## src/rtl/id_ex_stage.sv

```systemverilog
// ID/EX pipeline register with field decode, immediate generation, load-use and writeback hazard detection.
// Latency 1 cycle; holds when ex_valid & !ex_ready. `define ID_EX_BYPASS_EN forwards wb_data instead of stalling on writeback.
module id_ex_stage #(
  parameter int n = 32,
  parameter int m = 5
) (
  input  logic         clk,
  input  logic         rst,
  input  logic         id_valid,
  input  logic [n-1:0] id_instr,
  input  logic [n-1:0] id_pc,
  output logic         id_ready,
  output logic [m-1:0] rf_rs1,
  output logic [m-1:0] rf_rs2,
  input  logic [n-1:0] rf_rdata1,
  input  logic [n-1:0] rf_rdata2,
  input  logic         wb_en,
  input  logic [m-1:0] wb_rd,
  input  logic [n-1:0] wb_data,
  input  logic         flush,
  input  logic         ex_ready,
  output logic         ex_valid,
  output logic [n-1:0] ex_op1,
  output logic [n-1:0] ex_op2,
  output logic [n-1:0] ex_imm,
  output logic [n-1:0] ex_pc,
  output logic [m-1:0] ex_rd,
  output logic [6:0]   ex_opcode,
  output logic [2:0]   ex_funct3,
  output logic         ex_funct7b5,
  output logic         ex_is_load
);

  localparam logic [6:0] OP_LUI   = 7'b0110111;
  localparam logic [6:0] OP_AUIPC = 7'b0010111;
  localparam logic [6:0] OP_JAL   = 7'b1101111;
  localparam logic [6:0] OP_JALR  = 7'b1100111;
  localparam logic [6:0] OP_R     = 7'b0110011;
  localparam logic [6:0] OP_S     = 7'b0100011;
  localparam logic [6:0] OP_B     = 7'b1100011;
  localparam logic [6:0] OP_LOAD  = 7'b0000011;
  localparam logic [6:0] OP_IMM   = 7'b0010011;
  localparam logic [6:0] OP_SYS   = 7'b1110011;
  localparam logic [6:0] OP_FENCE = 7'b0001111;

  logic [6:0]   opcode;
  logic         use_rs1, use_rs2;
  logic         load_use, wb_hit1, wb_hit2, hazard, transfer;
  logic [n-1:0] op1_nxt, op2_nxt;
  logic [31:0]  imm32;

  assign opcode  = id_instr[6:0];
  assign rf_rs1  = id_instr[15 +: m];
  assign rf_rs2  = id_instr[20 +: m];
  assign use_rs1 = !(opcode == OP_LUI || opcode == OP_AUIPC || opcode == OP_JAL);
  assign use_rs2 = (opcode == OP_R) || (opcode == OP_S) || (opcode == OP_B);

  assign ex_is_load = (ex_opcode == OP_LOAD);

  assign load_use = ex_valid & ex_is_load & (ex_rd != '0) &
                    ((use_rs1 & (rf_rs1 == ex_rd)) | (use_rs2 & (rf_rs2 == ex_rd)));
  assign wb_hit1  = wb_en & (wb_rd != '0) & use_rs1 & (wb_rd == rf_rs1);
  assign wb_hit2  = wb_en & (wb_rd != '0) & use_rs2 & (wb_rd == rf_rs2);

`ifdef ID_EX_BYPASS_EN
  assign hazard  = load_use;
  assign op1_nxt = (rf_rs1 == '0) ? '0 : (wb_hit1 ? wb_data : rf_rdata1);
  assign op2_nxt = (rf_rs2 == '0) ? '0 : (wb_hit2 ? wb_data : rf_rdata2);
`else
  // Without forwarding the register file is re-read the cycle after the write lands.
  logic unused_wb_data;
  assign unused_wb_data = ^wb_data;
  assign hazard  = load_use | wb_hit1 | wb_hit2;
  assign op1_nxt = (rf_rs1 == '0) ? '0 : rf_rdata1;
  assign op2_nxt = (rf_rs2 == '0) ? '0 : rf_rdata2;
`endif

  assign id_ready = (!ex_valid | ex_ready) & !hazard;
  assign transfer = id_valid & id_ready;

  always_comb begin
    imm32 = '0;
    case (opcode)
      OP_LOAD, OP_IMM, OP_JALR, OP_SYS, OP_FENCE:
        imm32 = {{20{id_instr[31]}}, id_instr[31:20]};
      OP_S:
        imm32 = {{20{id_instr[31]}}, id_instr[31:25], id_instr[11:7]};
      OP_B:
        imm32 = {{19{id_instr[31]}}, id_instr[31], id_instr[7], id_instr[30:25], id_instr[11:8], 1'b0};
      OP_LUI, OP_AUIPC:
        imm32 = {id_instr[31:12], 12'b0};
      OP_JAL:
        imm32 = {{11{id_instr[31]}}, id_instr[31], id_instr[19:12], id_instr[20], id_instr[30:21], 1'b0};
      default:
        imm32 = '0;
    endcase
  end

  always_ff @(posedge clk or posedge rst) begin
    if (rst) begin
      ex_valid    <= 1'b0;
      ex_op1      <= '0;
      ex_op2      <= '0;
      ex_imm      <= '0;
      ex_pc       <= '0;
      ex_rd       <= '0;
      ex_opcode   <= '0;
      ex_funct3   <= '0;
      ex_funct7b5 <= 1'b0;
    end else if (flush) begin
      ex_valid <= 1'b0;
    end else if (transfer) begin
      ex_valid    <= 1'b1;
      ex_op1      <= op1_nxt;
      ex_op2      <= op2_nxt;
      ex_imm      <= {{(n-31){imm32[31]}}, imm32[30:0]};
      ex_pc       <= id_pc;
      ex_rd       <= id_instr[7 +: m];
      ex_opcode   <= opcode;
      ex_funct3   <= id_instr[14:12];
      ex_funct7b5 <= id_instr[30];
    end else if (!ex_valid | ex_ready) begin
      // Nothing accepted: insert a bubble, data registers keep their last value.
      ex_valid <= 1'b0;
    end
  end

endmodule

```

## config.mk

```make
export PLATFORM = sky130hd
export DESIGN_NAME = id_ex_stage
export DESIGN_NICKNAME = d
export VERILOG_FILES = /design/src/rtl/id_ex_stage.sv
export SDC_FILE = /design/constraint.sdc
export NUM_CORES = 1
export LEC_CHECK = 0
export BUFFER_PORTS_ARGS = -buffer_cell sky130_fd_sc_hd__buf_2
export CAP_MARGIN = 25
export CELL_PAD_IN_SITES_DETAIL_PLACEMENT = 0
export CELL_PAD_IN_SITES_GLOBAL_PLACEMENT = 1
export CORE_ASPECT_RATIO = 0.9
export CORE_MARGIN = 3
export CORE_UTILIZATION = 31
export CTS_CLUSTER_SIZE = 25
export DETAILED_ROUTE_END_ITERATION = 6
export PLACE_DENSITY = 0.74
export SLEW_MARGIN = 30
export SYNTH_ARGS = -nofsm -noshare
export SYNTH_HDL_FRONTEND = slang
export SYNTH_SLANG_ARGS = --single-unit
```

## constraint.sdc

```tcl
create_clock -name clk -period 4.25 [get_ports clk]
set_input_delay 0.6375 -clock clk [delete_from_list [all_inputs] [get_ports clk]]
set_output_delay 0.6375 -clock clk [all_outputs]
set_load 0.005 [all_outputs]
```

Yosys cells after proc, flatten, opt, wreduce, memory -nomap -nowiden
Index checks and enable logic that the tools add are counted.

storage, ports and cells
  register bits after elaboration = 145
  input bits = 171
  output and inout port bits = 157
  word-level logic and storage cells = 63

operators by class
  equality and inequality tests = 16
  muxes and demuxes = 6
  bitwise logic cells = 17
  reduce and logical (&&, ||, !) cells = 15

operators with widths
  operator                                                                count
  32-bit one-hot mux with 5 select lines                                  1
  32-bit 2-to-1 mux                                                       2
  7-bit equality test (second input constant)                             4
  7-bit by 6-bit equality test with 1-bit output (second input constant)  3
  5-bit equality test                                                     4
  7-bit by 2-bit equality test with 1-bit output (second input constant)  2
  7-bit by 5-bit equality test with 1-bit output (second input constant)  2
  1-bit AND                                                               12
  5-bit logical NOT                                                       2
  5-bit nonzero test                                                      2
  7-bit by 4-bit equality test with 1-bit output (second input constant)  1
  5-bit OR reduction                                                      1
  1-bit logical OR                                                        4
  1-bit OR                                                                4
  1-bit logical NOT                                                       3
  1-bit 2-to-1 mux                                                        3
  3-bit nonzero test                                                      1
  2-bit AND reduction                                                     1
  2-bit OR reduction                                                      1
  1-bit NOT                                                               1

Depth between registers and ports, before layout
Gate-level depths: netlist (run 1).

  depth in word-level cells = 14
  depth in mapped cells = 11

Worst setup path after synthesis (run 1)
OpenSTA, ideal clock, no wires.

  path type = in2reg
  from = in id_instr[3]
  to = reg ex_rd[0]
  arrival = 2,329 ps
  required time = 4,122 ps
  setup slack = 1,793 ps
  stages on the path = 10
  cells stage by stage = buf_6 > or3b_4 > a21oi_2 > buf_4 > nor2_1 > a21oi_2 > nand4b_1 > buf_4 > buf_6 > mux2_1

on the way
  word-level cells in the longest chain between the ends = 13
  elaborated cells on any way between the ends = 25

ends and longest elaborated chain
  what                                                                                                              line  RTL
  start, declared                                                                                                   10    input logic [n-1:0] id_instr,
  7-bit by 6-bit equality test with 1-bit output or 7-bit by 5-bit equality test with 1-bit output (tied branches)  55    assign use_rs1 = !(opcode == OP_LUI || opcode == OP_AUIPC || opcode == OP_JAL);
  1-bit logical OR (2 in a row)                                                                                     55
  1-bit logical NOT                                                                                                 55
  1-bit AND                                                                                                         61    ((use_rs1 & (rf_rs1 == ex_rd)) | (use_rs2 & (rf_rs2 == ex_rd)));
  1-bit OR                                                                                                          61
  1-bit AND                                                                                                         60    assign load_use = ex_valid & ex_is_load & (ex_rd != '0) &
  1-bit OR                                                                                                          73    assign hazard = load_use | wb_hit1 | wb_hit2;
  1-bit OR *                                                                                                        73
  1-bit logical NOT *                                                                                               78    assign id_ready = (!ex_valid | ex_ready) & !hazard;
  1-bit AND *                                                                                                       78
  1-bit AND *                                                                                                       79    assign transfer = id_valid & id_ready;
  2-bit AND reduction (no line) *                                                                                   --
  end signal, assigned                                                                                              118   ex_rd <= id_instr[7 +: m];
  end, declared                                                                                                     27    output logic [m-1:0] ex_rd,

Every way passes the cells marked *; elsewhere a longest branch is shown, timed or not.
A chain may end at the register's enable or synchronous reset.

Final worst setup path (run 1)
  from = in id_instr[4]
  to = out id_ready

on the way
  word-level cells in the longest chain between the ends = 11
  elaborated cells on any way between the ends = 23

ends and longest elaborated chain
  what                                                                                                              line  RTL
  7-bit by 6-bit equality test with 1-bit output or 7-bit by 5-bit equality test with 1-bit output (tied branches)  55
  1-bit logical OR (2 in a row)                                                                                     55
  1-bit logical NOT                                                                                                 55
  1-bit AND                                                                                                         61
  1-bit OR                                                                                                          61
  1-bit AND                                                                                                         60
  1-bit OR                                                                                                          73
  1-bit OR *                                                                                                        73
  1-bit logical NOT *                                                                                               78
  1-bit AND *                                                                                                       78
  end, declared                                                                                                     12    output logic id_ready,

Marked as above.

==> results summary, run 1 <==
The worst stage delay on the critical path came out at between 0.4 and 0.5 ns. The total routing resource utilization after global routing came out at 16.6%. The clock tree from TritonCTS is built. The post-CTS resize count came out at 0. The most instantiated library cell after synthesis is sky130_fd_sc_hd__dfrtp_1. The level count of the clock H-tree came out at 4.

The worst register-to-register path begins at ex_rd[3]. The half-perimeter wire length after detailed placement came out at ~14 mm. The final count of negative-setup-slack endpoints is 0. The multiplexer fraction of the synthesized cell area came out at roughly 22%. The layout cell share with drive strength beyond 1 came out at 42.0%. The number of synthesized register bits came out at roughly 150. The die height is roughly 150 um. Derived from the worst setup path, the maximum achievable clock frequency is around 340 MHz.

The simple-gate share of the synthesized area is under 10%. The part of the power in registers is between 40% and 50%. The combined area of all synthesized cells came out at a little under 7000 um2. The number of hold buffers added after cts is 0.

The internal power of the cells is approximately 2800 uW. The count of mapped cells out of synthesis came out at between 600 and 700. The slowest stage of the critical path belongs to the cell sky130_fd_sc_hd__or3b_4. Routability-driven placement finished with a final weighted congestion of about 0.81. STA classifies the critical path startpoint as a primary input. Setup slack on the critical path of the routed design comes to between 1 and 1.5 ns. The global-route wire length before repair is approximately 31 mm. The top fanout value on the critical path came out at 12. The layout overhead on the synthesized area came out at 32.1%. The number of nets in the finished design came out at between 1,000 and 1,500. Setup repair after global routing left no endpoint under its margin.

The synthesized netlist devotes around 2.6% of its cell area to XOR and XNOR gates. The clock network fraction of design power came out at between 30% and 40%. Once the floorplan was initialized, standard cells occupied 32.2% of the core. The mean cell area of the mapped netlist is between 10 and 15 um2.

After detailed routing, no signal wire sits above met5. The worst-case vdd ir drop is 0.276 mV. The count of cell types in the netlist came out at 42.

The setup slack on the worst flop-to-flop path came out at 1.52 ns. The number of synthesized flops with an enable pin came out at 0. The number of slew-limit violations in the final report is 0. The die covers about 24,000 um2. The count of routing violations after the opening detailed-route iteration is 172. The met2 wire length is between 8 and 9 mm. For this run, design rule violations remaining after detail routing come to 0. The sum of routed wire length over all layers is 19.7 mm.

The switching power of the nets is approximately 1100 uW. The number of cells on the worst reg-to-reg path is 7. In this run the critical register-to-register path is captured at ex_funct3[2]. Row generation in the floorplan step produced 50 rows. Clock-pin slew was measured on the worst setup and hold paths at 0.06 ns. The clock sink count is 145.

The tool flagged a number of max-cap violations equal to 0. Entering global routing, the biggest net connects 93 pins. The path type of the worst min-delay path is in2async. The clock latency at the later pin of the worst-skew pair came out at ~0.42 ns. Dividing the detail-routed via count by the number of cells gives approximately 4.5.

At the pin with the least slew margin, the transition time is about 0.95 ns. The total negative slack is 0 ns. The ratio of final minimum period to clock period is around 70%. In the post-synthesis netlist, the biggest area contributors are sky130_fd_sc_hd__dfrtp_1 53%, sky130_fd_sc_hd__mux2i_1 13%, sky130_fd_sc_hd__mux2_2 6.4%. The routed wirelength normalized by instance count came out at 16.5 um. The area taken by multi-input logic gates came out at approximately 2500 um2. The initial antenna violation count is 4. The post-synthesis share of cell area spent on full adders, half adders and majority gates is 0%. The count of final hold-check violations came out at 0. After synthesis, the largest family of logic cells by area is multiplexers. The die width is roughly 160 um. The proportion of power drawn by combinational gates came out at between 10% and 20%. The portion of synthesized cell area occupied by the leading cell type came out at between 50% and 60%. Ranked by instance count, the synthesized netlist is headed by 145 x sky130_fd_sc_hd__dfrtp_1, 94 x sky130_fd_sc_hd__inv_1, 90 x sky130_fd_sc_hd__mux2i_1. The pre-antenna-repair detailed-routing pass consisted of 4 iterations.

The async set-or-reset flop fraction in the synthesized netlist is 100%. The number of warning messages in the yosys log is 0. The number of filler instances in the final layout is 2,103.

Between clock sinks in the finished design, the worst skew comes to 0.0106 ns. Net switching is between 20 and 30% of the power. The cell taking the most area after synthesis is sky130_fd_sc_hd__dfrtp_1.

The post-CTS setup buffer count came out at 0. Walking the worst path, the cells encountered are buf_2 > or3b_4 > a21oi_2 > buf_4 > nor4_1 > a22oi_1 > and2_1 > buf_2. CTS placed an instance of sky130_fd_sc_hd__clkbuf_16 at the clock tree root. The required time reported for the critical path endpoint came out at 3.61 ns.

The net count of the mapped netlist came out at a little under 800. The synthesized netlist devotes 4.48% of its cell area to compound gates. For this design the static power due to leakage is 0.00513 uW. The sequential element share of the synthesized area is a little over half. The count of antenna-violating nets left after detailed routing came out at 0. In the final layout, flip-flops and latches occupy between 3000 and 4000 um2. The count of port buffers added during placement is 295. The number of global-route vias before repair is ~5,400. The maximum root-to-sink buffer count came out at 2. The most numerous cell type found on the critical path is sky130_fd_sc_hd__buf_2. The dominant register cell in the synthesized netlist is sky130_fd_sc_hd__dfrtp_1.

The number of top-level pins is between 300 and 400. The worst-case headroom to the max-slew limit is a little under two fifths. In this run, CTS created clock tree buffers numbering 17. The pre-CTS worst setup slack came out at roughly 1.1 ns. The total power density per cell area came out at 432 nW/um2. The flow ran to the end, and the final reports show no timing, DRC or antenna violations. The core region area is 21,200 um2. The type of element capturing the critical path is a primary output. The critical path start-end classification is in2out. After detailed routing, the met3 layer carries 1.83 mm of wire. The residual overflow from global routing came out at 0. Subtracting the final worst setup slack from the clock period gives a little under 3 ns. The via total after detailed routing came out at 5,308.

The total routed wire length on the met1 layer is approximately 8.5 mm. The worst endpoint data arrival time came out at about 2.3 ns.
==> worst max-delay path, delay by kind of cell <==
kind / cells / cell delay (ns)
AND/OR/NAND/NOR: 3 / 0.67
AO/OA/AOI/OAI: 2 / 0.47
buffers and inverters: 3 / 0.55
==> cell type report <==
type                    instances  area share [%]
flip-flops and latches        145            40.3
multi-input cells             331            28.1
repair buffers                302            17.4
clock buffers                  18            4.88
well taps                     286            3.97
inverters                      94            3.96
clock inverters                14            1.36
diodes                          1          0.0278
==> state kept, by name, summed over array words and instances, names as in the netlist <==
register     flops
ex_valid         1
ex_pc           32
ex_imm          32
ex_rd            5
ex_opcode        7
ex_funct3        3
ex_funct7b5      1
ex_op2          32
ex_op1          32
==> layout by cell type (no fill, tap or decap), drive strengths merged, types with 5 or more instances in the layout <==
cell type | synthesis | routed
a21oi | 24 | 24
buf | 28 | 302
clkbuf | 14 | 18
dfrtp | 145 | 145
inv | 94 | 100
mux2 | 55 | 55
mux2i | 90 | 90
nand2 | 79 | 79
nand3 | 5 | 5
nor2 | 10 | 10
o21ai | 5 | 5
xnor2 | 11 | 11
xor2 | 9 | 9
==> per-layer routing <==
metal | GRT usage (%) | vias to the layer above
met2 | 26.0 | 232
met5 | 0 | -
met1 | 21.1 | 2503
li1 | - | 2539
met3 | 6.85 | 28
met4 | 4.78 | 6
==> power by group through the flow <==
| stage | Combinational, uW | Sequential [uW] | Clock [uW] |
|---|---|---|---|
| 3_3_place_gp | 747 | 1730 | 0 |
| 3_5_place_dp | 758 | 1740 | 0 |
| 2_1_floorplan | 350 | 1760 | 0 |
| 4_1_cts | 758 | 1710 | 1500 |
| 6_report | 736 | 1710 | 1440 |
| 5_1_grt | 829 | 1740 | 1570 |
==> worst max path at each step <==
stage | endpoint | startpoint
after floorplan | ex_funct3[0] | rst
final | id_ready | id_instr[4]
after detailed placement | ex_funct3[2] | id_instr[4]
after global placement | ex_funct3[2] | id_instr[4]
after global routing | id_ready | id_instr[4]
after CTS | id_ready | id_instr[4]
==> metrics by stage <==
stage / std cells / power (uW) / cell area, um2 / hold slack, ns / util, %
after detailed placement: 1158 / 2490 / 8440 / 0.476 / 39.8
after floorplan: 612 / 2100 / 6820 / 0.489 / -
final: 1191 / 3890 / 9010 / 0.349 / 42.5
after CTS: 1190 / 3970 / 9000 / 0.374 / 42.5
after global placement: 1158 / 2480 / 8440 / 0.469 / 39.8
after global routing: 1191 / 4140 / 9010 / 0.388 / 42.5
==> kinds of logic after synthesis <==
| kind of cell | count (synthesis) |
|---|---|
| buffers and inverters | 136 |
| multiplexers | 145 |
| AO/OA/AOI/OAI | 48 |
| AND/OR/NAND/NOR | 118 |
| flip-flops | 145 |
| XOR/XNOR | 20 |
(Power assumes the default switching activity.)
==> inputs of run 2 (changes only) <==
--- a/config.mk
+++ b/config.mk
@@ -11,10 +11,10 @@
 export CELL_PAD_IN_SITES_GLOBAL_PLACEMENT = 1
 export CORE_ASPECT_RATIO = 0.9
 export CORE_MARGIN = 3
-export CORE_UTILIZATION = 31
+export CORE_UTILIZATION = 35
 export CTS_CLUSTER_SIZE = 25
 export DETAILED_ROUTE_END_ITERATION = 6
-export PLACE_DENSITY = 0.74
+export PLACE_DENSITY = 0.79
 export SLEW_MARGIN = 30
 export SYNTH_ARGS = -nofsm -noshare
 export SYNTH_HDL_FRONTEND = slang
==> constraint.sdc (replaced) <==
create_clock -name clk -period 3.04 [get_ports clk]
set_input_delay 0.456 -clock clk [delete_from_list [all_inputs] [get_ports clk]]
set_output_delay 0.456 -clock clk [all_outputs]
set_load 0.005 [all_outputs]
==> run 2 against run 1 <==
  * Combinational power rose by 41%
  * First-iteration DRC count rose by 22%
  * Final area rose by 0.96%
  * Hold slack got worse by 0.22 ns
  * Worst setup slack got worse by 0.82 ns
  * Sequential share of layout area fell by 0.38 points
  * Non-clock buffer count rose by 12
  * Flip-flop and latch count did not move
  * Cell count fell by 2.4%
  * Total power rose by 43%
  * Critical endpoint unchanged
  * Largest cell class unchanged
==> results summary, run 2 (synthesis results as in run 1) <==
The slew at the pin closest to its max-slew limit came out at 0.726 ns. The final count of negative-setup-slack endpoints is 0. The number of detailed-route iterations in the first pass is 4. Of all nets on the critical path, the largest fanout is 5. The number of DRC violations after detailed routing came out at 0. The top cell types in the final layout, fill and taps aside, are 295 x sky130_fd_sc_hd__buf_2, 145 x sky130_fd_sc_hd__dfrtp_1, 93 x sky130_fd_sc_hd__inv_1, 90 x sky130_fd_sc_hd__mux2i_1, 79 x sky130_fd_sc_hd__nand2_1.

The global-route wire length before repair came out at a little over 30 mm. The initial antenna violation count is 4. The die height came out at between 100 and 150 um.

The filler cells instantiated in the layout total 1,794. The floorplan has 47 rows. The number of nets in the finished design came out at 1,074. The worst-case vdd ir drop is 0.352 mV. The number of hold buffers added after cts came out at 0.

Once detail routing completed, the nets flagged for antenna violations numbered 0. The count of final hold-check violations is 0. The worst hold path belongs to the class in2async. The leakage power figure is 0.00521 uW. Of the available clock period, the critical path in the final layout requires 84.6%. The routed wirelength normalized by instance count came out at 16.3 um. The post-CTS resize count is 0.

The final setup skew came out at between 0.01 and 0.015 ns. The worst-case setup margin in the final layout came out at ~0.47 ns. The smallest clock period supported by the final layout is computed as around 2.6 ns. After detailed routing, the number of vias per cell comes to ~4.6. Before CTS, the worst setup slack after placement is ~0.33 ns. Headroom to the max-slew limit came out at slightly above 50%. The clock buffer count from CTS came out at 17. The cell sitting at the root of the clock tree is a sky130_fd_sc_hd__clkbuf_16. The type of origin of the critical path is a flip-flop. TritonCTS built the clock tree. Counting every sink on the clock net gives about 150. The pin count of the biggest net entering global routing came out at 65. In the final timing run, aggregate negative setup slack is 0 ns.

The sum of routed wire length over all layers came out at about 19 mm. The clock latency at the later pin of the worst-skew pair came out at ~0.42 ns. The number of max-cap violations is 0. The critical path start-end classification is reg2out. The timing-limited maximum frequency came out at slightly below 400 MHz. The total routing resource utilization after global routing is a little under a fifth. For this design the top-level I/O count stands at approximately 330.

Buffers placed on the I/O ports in this run total ~300. The layout overhead on the synthesized area came out at 33.3%. The level count of the clock H-tree came out at 4. The run finished with clean final reports. The layout cell share with drive strength beyond 1 came out at a little over two fifths. In this run, placement finished with an instance count of ~1,100. The number of global-route vias before repair is about 5,500. The required time reported for the critical path endpoint is 2.58 ns.

For this design the ratio of total power to cell area is a little over 600 nW/um2. STA puts the critical path data arrival time at approximately 2.1 ns. At the end of routability-driven placement, the weighted congestion stood at slightly below 0.8. The post-CTS setup buffer count is 0. The number of slew-limit violations in the final report came to 0. STA classifies the critical path endpoint as a primary output.

The die width is around 150 um. The residual overflow from global routing is 0. The clock slew seen by the registers of the worst setup and hold paths came out at about 0.07 ns. The count of routing violations after the opening detailed-route iteration is 210. The number of cells in the finished layout apart from fillers is between 1,000 and 1,500. The floorplan step defined a die boundary enclosing 21,200 um2. The via total after detailed routing is 5,352. For this configuration, the core starts out at a cell density of a little over a third. Setup repair after global routing left no endpoint under its margin. The maximum root-to-sink buffer count came out at 2. The library cell used most frequently in the layout, excluding fill and tap cells, is sky130_fd_sc_hd__buf_2. The half-perimeter wire length after detailed placement came out at 14.0 mm.

The total area inside the core boundary comes to between 15,000 and 20,000 um2.
-- run 2: cell types whose count changed in the layout (fill, tap and decap cells not counted) --
cell                        delta
sky130_fd_sc_hd__buf_4        +11
sky130_fd_sc_hd__nand2_1       +1
sky130_fd_sc_hd__buf_12        +1
sky130_fd_sc_hd__clkinv_4      -1
sky130_fd_sc_hd__nand2_2       -1
sky130_fd_sc_hd__bufinv_16     +2
sky130_fd_sc_hd__clkbuf_8      -1
-- run 2: cell type report --
type	count	area, um2	area share (%)
antenna	1	2.50	0.0275
tap	245	307	3.37
timing repair buffer	314	1670	18.4
inverter	94	357	3.92
clock inverter	15	174	1.91
clock buffer	17	425	4.68
sequential	145	3630	39.9
multi-input combinational	331	2530	27.8
-- run 2: final timing paths --
| path | from | depth (start not counted) | slack, ns | end |
|---|---|---|---|---|
| max | ex_rd[0] | 6 | 0.47 | id_ready |
| min | rst | 2 | 0.13 | ex_op2[28] |
| min in group clk | id_pc[13] | 2 | 0.25 | ex_pc[13] |
| min reg2reg | ex_funct3[0] | 1 | 0.48 | ex_funct3[0] |
| max in group asynchronous | rst | 3 | 2.04 | ex_op2[27] |
| max reg2reg | ex_rd[0] | 8 | 0.52 | ex_opcode[1] |
-- run 2: worst max-delay path, cell delays in order, from the launching register on --
cell and delay, ns:
sky130_fd_sc_hd__dfrtp_1 0.46, sky130_fd_sc_hd__or4_1 0.52, sky130_fd_sc_hd__o21ai_1 0.18, sky130_fd_sc_hd__nor4_1 0.08, sky130_fd_sc_hd__a22oi_1 0.20, sky130_fd_sc_hd__and2_1 0.15, sky130_fd_sc_hd__buf_2 0.11
-- run 2: report_power, final --
part           switching (uW)  internal (uW)
Clock                     901           1240
Sequential                166           2230
Combinational             500            542
Total                    1570           4010
-- run 2: through the flow --
| stage | total power (uW) | utilization [%] | hold WS [ns] | area [um2] |
|---|---|---|---|---|
| 2_1_floorplan | 2940 | - | 0.489 | 6820 |
| 3_3_place_gp | 3470 | 45.3 | 0.470 | 8490 |
| 3_5_place_dp | 3500 | 45.3 | 0.476 | 8490 |
| 4_1_cts | 5670 | 48.5 | 0.137 | 9090 |
| 5_1_grt | 5890 | 48.5 | 0.159 | 9090 |
| 6_report | 5580 | 48.5 | 0.128 | 9090 |
-- run 2: metal layers --
| metal | global-route usage (%) | share of wire [%] |
|---|---|---|
| met5 | 0 | 0.19 |
| met4 | 5.95 | 1.8 |
| met3 | 6.88 | 8.9 |
| met2 | 29.0 | 47 |
| met1 | 22.4 | 42 |
